$ cat src/rtl/wb_stage.sv
// Writeback stage: holds the memory-stage result for one cycle, commits it to the
// register file, counts retired instructions, and serves two bypassed read ports.
module wb_stage #(
  parameter int unsigned XLEN  = 32,
  parameter int unsigned NREGS = 32,
  parameter int unsigned CNT_W = 64,
  localparam int unsigned AW   = $clog2(NREGS)
) (
  input  logic             clk_i,
  input  logic             rst_i,
  input  logic             valid_i,
  input  logic [AW-1:0]    rd_i,
  input  logic             reg_we_i,
  input  logic [XLEN-1:0]  result_i,
  input  logic             stall_i,
  input  logic             flush_i,
  input  logic [AW-1:0]    rs1_addr_i,
  input  logic [AW-1:0]    rs2_addr_i,
  output logic [XLEN-1:0]  rs1_data_o,
  output logic [XLEN-1:0]  rs2_data_o,
  output logic             wb_valid_o,
  output logic [AW-1:0]    wb_rd_o,
  output logic             wb_we_o,
  output logic [XLEN-1:0]  wb_data_o,
  output logic [CNT_W-1:0] instret_o
);

  logic             wb_valid_q;
  logic [AW-1:0]    wb_rd_q;
  logic             wb_we_q;
  logic [XLEN-1:0]  wb_data_q;
  logic [CNT_W-1:0] instret_q;
  // x0 has no storage; reads of address 0 are forced to zero.
  logic [XLEN-1:0]  regs_q [1:NREGS-1];

  logic commit;
  logic rf_we;
  logic cap_valid;

  assign commit    = wb_valid_q & ~stall_i;
  assign rf_we     = commit & wb_we_q & (wb_rd_q != '0);
  assign cap_valid = valid_i & ~flush_i;

  always_ff @(posedge clk_i) begin
    if (rst_i) begin
      wb_valid_q <= 1'b0;
      wb_rd_q    <= '0;
      wb_we_q    <= 1'b0;
      wb_data_q  <= '0;
      instret_q  <= '0;
      for (int unsigned i = 1; i < NREGS; i++) begin
        regs_q[i] <= '0;
      end
    end else begin
      if (commit) begin
        instret_q <= instret_q + CNT_W'(1);
      end
      if (rf_we) begin
        regs_q[wb_rd_q] <= wb_data_q;
      end
      // Capture happens on the same edge as the commit of the previous entry.
      if (!stall_i) begin
        wb_valid_q <= cap_valid;
        wb_rd_q    <= rd_i;
        wb_we_q    <= reg_we_i & cap_valid;
        wb_data_q  <= result_i;
      end
    end
  end

  // Bypass applies whether or not the held entry commits this cycle.
  always_comb begin
    rs1_data_o = '0;
    rs2_data_o = '0;
    if (rs1_addr_i != '0) begin
      if (wb_valid_q && wb_we_q && (wb_rd_q == rs1_addr_i)) begin
        rs1_data_o = wb_data_q;
      end else begin
        rs1_data_o = regs_q[rs1_addr_i];
      end
    end
    if (rs2_addr_i != '0) begin
      if (wb_valid_q && wb_we_q && (wb_rd_q == rs2_addr_i)) begin
        rs2_data_o = wb_data_q;
      end else begin
        rs2_data_o = regs_q[rs2_addr_i];
      end
    end
  end

  assign wb_valid_o = wb_valid_q;
  assign wb_rd_o    = wb_rd_q;
  assign wb_we_o    = wb_we_q;
  assign wb_data_o  = wb_data_q;
  assign instret_o  = instret_q;

endmodule

$ cat config.mk
export PLATFORM = sky130hd
export DESIGN_NAME = wb_stage
export DESIGN_NICKNAME = d
export VERILOG_FILES = /design/src/rtl/wb_stage.sv
export SDC_FILE = /design/constraint.sdc
export NUM_CORES = 2
export LEC_CHECK = 0
export CORE_MARGIN = 4
export CORE_UTILIZATION = 62
export DETAILED_ROUTE_END_ITERATION = 16
export MAX_ROUTING_LAYER = met4
export PLACE_DENSITY_LB_ADDON = 0.15
export SLEW_MARGIN = 25
export SYNTH_ARGS = -nofsm -noshare
export SYNTH_HDL_FRONTEND = slang
export SYNTH_SLANG_ARGS = --single-unit
$ cat constraint.sdc
create_clock -name clk_i -period 2.6 [get_ports clk_i]
set_input_delay 0.26 -clock clk_i [delete_from_list [all_inputs] [get_ports clk_i]]
set_output_delay 0.26 -clock clk_i [all_outputs]
set_load 0.01 [all_outputs]
==> summary.txt <==
Final WS setup -> -366 ps
Most frequent cells in the layout -> edfxtp_1 (1,024), and2_1 (995), mux4_2 (506)
Final global-route overflow total -> 0
Yosys warnings -> 0
Clk Latency, worst-skew pair -> 720 ps
Final #Nets -> 4,674
Area Growth Syn to Fin -> 22.9%
Final Cell Area -> 72,500 sq um
Max Slew Vio Count -> 0
Root Buffer Master -> clkbuf_16
Placed cells -> 5,720
FFs w/ async S/R, synth -> 0
Site row count -> 112
GRT Util Overall -> 0.449
Final core utilization -> 0.773
Iteration count of the initial detailed-routing pass -> 8
Period utilization -> 1.14
Initial Util -> 0.629
Post-Syn Area per Cell -> 14.4 sq um
Vias in the first global route -> 42,500
PwrDens -> 594 nW/um^2
Final hold vios -> 0
Worst Tran Pin Value -> 791 ps
Relative slew slack -> 0.473
# clock sinks -> 1,127
Failing checks -> negative setup slack
CTS buffer count -> 115
Initial antenna violation count -> 7
IO buf count -> 219
Final ANT Viol Nets -> 0
First-pass GRT wire length -> 305 mm
Leakage power -> 26.6 nW
Most used DFF post-synth -> edfxtp_1
Die area -> 100,000 sq um
Boundary Pins -> 220
Crit path arrival time -> 2710 ps
EDFF count, synth -> 1,024
Skew final -> 25.5 ps
MaxCap Viol Count -> 0
Min cycle time layout -> 2970 ps
Post-Syn Area -> 59,000 sq um
Iter 0 DRT Violations -> 7,221
Synthesized flop and latch total -> 1,127
Critical path endpoint category -> primary output
Clock transition at path regs -> 60 ps
Wire per inst -> 36.2 microns
Most common cell after layout, fill and taps aside -> edfxtp_1
Share of post-route cells with drive strength above 1 -> 0.339
Final wirelength -> 217 mm
Final Non-Filler Cells -> 5,987
Chip width -> 317 microns
Status -> finished, violations left
CTS tree -> built
Die H -> 317 microns
Peak Freq -> 0.337 GHz
Worst Path Class, Setup -> register to primary output
Pin count of the biggest net entering global routing -> 135
H-tree depth -> 3
Final setup viols -> 64
Synthesized instance count -> 4,098
Worst setup SP type -> register
Unrepaired setup endpoints after global routing -> yes
R2R Setup Slk -> 210 ps
Sequential area share after synthesis -> 0.556
Area of placed instances -> 67,300 sq um
Fillers -> 5,469
Hold-fix buffers, CTS -> 0
Synth unique cells -> 54
Worst EP required -> 2340 ps
Area of the multi-input gates -> 25,700 sq um
Core area -> 93,900 sq um
CP max FO -> 6
Vias per cell -> 7.16
DRC Markers -> 0
CTS Buffer Depth -> 3
Class of the worst hold path -> primary input to register
Dpl hpwl -> 142 mm
Final RePlAce weighted congestion -> 1.09
Register Area -> 32,800 sq um
Via count -> 42,900
Peak supply drop -> 0.632 mV
## layer usage
| metal | vias up | wire (microns) | global-route usage |
|---|---|---|---|
| met5 | - | 0 | - |
| met4 | 0 | 18800 | 0.287 |
| met3 | 982 | 33900 | 0.152 |
| met2 | 3888 | 94300 | 0.635 |
| met1 | 21200 | 70000 | 0.560 |
| li1 | 16800 | - | - |
## cell usage after synthesis (14+ instances only)
| cell type | number | share of area |
|---|---|---|
| a22oi_1 | 32 | 0.0041 |
| nand2_1 | 117 | 0.0074 |
| or2_2 | 33 | 0.0035 |
| mux2_2 | 72 | 0.014 |
| nor4_1 | 16 | 0.0017 |
| dfxtp_1 | 103 | 0.035 |
| o21ai_0 | 29 | 0.0025 |
| and2_1 | 995 | 0.11 |
| nor2_1 | 128 | 0.0081 |
| a21oi_1 | 61 | 0.0052 |
| or3_1 | 18 | 0.0019 |
| buf_1 | 30 | 0.0019 |
| o211ai_1 | 34 | 0.0043 |
| buf_2 | 64 | 0.0054 |
| clkbuf_1 | 293 | 0.019 |
| nand4_1 | 18 | 0.0019 |
| edfxtp_1 | 1024 | 0.52 |
| o22ai_1 | 145 | 0.015 |
| o31ai_1 | 25 | 0.0032 |
| nor2b_1 | 14 | 0.0015 |
| or4_1 | 47 | 0.0060 |
| buf_4 | 29 | 0.0037 |
| nand3_1 | 38 | 0.0032 |
| mux2i_1 | 82 | 0.014 |
| nor3_1 | 23 | 0.0020 |
| xor2_1 | 24 | 0.0036 |
| mux4_2 | 506 | 0.19 |
## worst max-delay path, cell delays in order, from the launching register on
cell      delay (ps)
dfxtp_2          360
xor2_1           260
nor3_4           110
buf_6            140
a311oi_4         300
buf_6            170
buf_8            150
buf_12           130
o211ai_1         100
nand2_2          130
buf_2            140
## where the power goes
part           switching [W]  total (W)  internal (W)
Clock                0.00716     0.0166       0.00940
Combinational        0.00312    0.00577       0.00265
Sequential          0.000425     0.0207        0.0203
Total                 0.0107     0.0431        0.0324
## layout make-up
type                            instances  area share
Tap cell                             1254      0.0216
Multi-Input combinational cell       2569       0.354
Antenna cell                           11    0.000379
Clock buffer                          160      0.0443
Clock inverter                         59     0.00716
Sequential cell                      1127       0.453
Inverter                               13    0.000673
Timing Repair Buffer                  794       0.119
## cells by family after synthesis
logic type,share of synthesized area
and+or+nand+nor,0.149
AOI/OAI and AO/OA,0.0375
muxes,0.221
DFF,0.556
adders and majority gates,0.000212
other,0.0000635
xor gates and xnor gates,0.00504
buffers and inverters,0.0311
## metrics by stage
step | setup TNS [ps] | setup slack, ps | total power, W | hold WS, ps
after floorplan | 0 | 164 | 0.0237 | 404
after global placement | -38690 | -1220 | 0.0264 | 463
after detailed placement | -40460 | -1170 | 0.0265 | 482
after CTS | -19120 | -375 | 0.0428 | 105
after global routing | -20510 | -425 | 0.0440 | 156
final | -17860 | -366 | 0.0431 | 152
## sequential cells by signal (all words and copies together) (netlist names)
name and count:
wb_we_o 1, wb_rd_o 5, instret_o 64, wb_valid_o 1, wb_data_o 32, regs_q 1024
## path summary, 6_finish.rpt
path	from	end	cells after the start
worst max-delay path	wb_rd_o[1]	rs2_data_o[27]	10
worst min-delay path	rd_i[3]	wb_rd_o[3]	3
worst max register to register	wb_valid_o	regs_q[30][24]	9
worst min register to register	instret_o[63]	instret_o[63]	2
## repair_timing
action	4_1_cts	5_1_grt
pin swaps	50	31
hold endpoints to repair	0	0
cloned	11	0
endpoints found under the setup margin	64	66
resized for setup	449	81
buffers inserted	36	5
(Power assumes the default switching activity.)
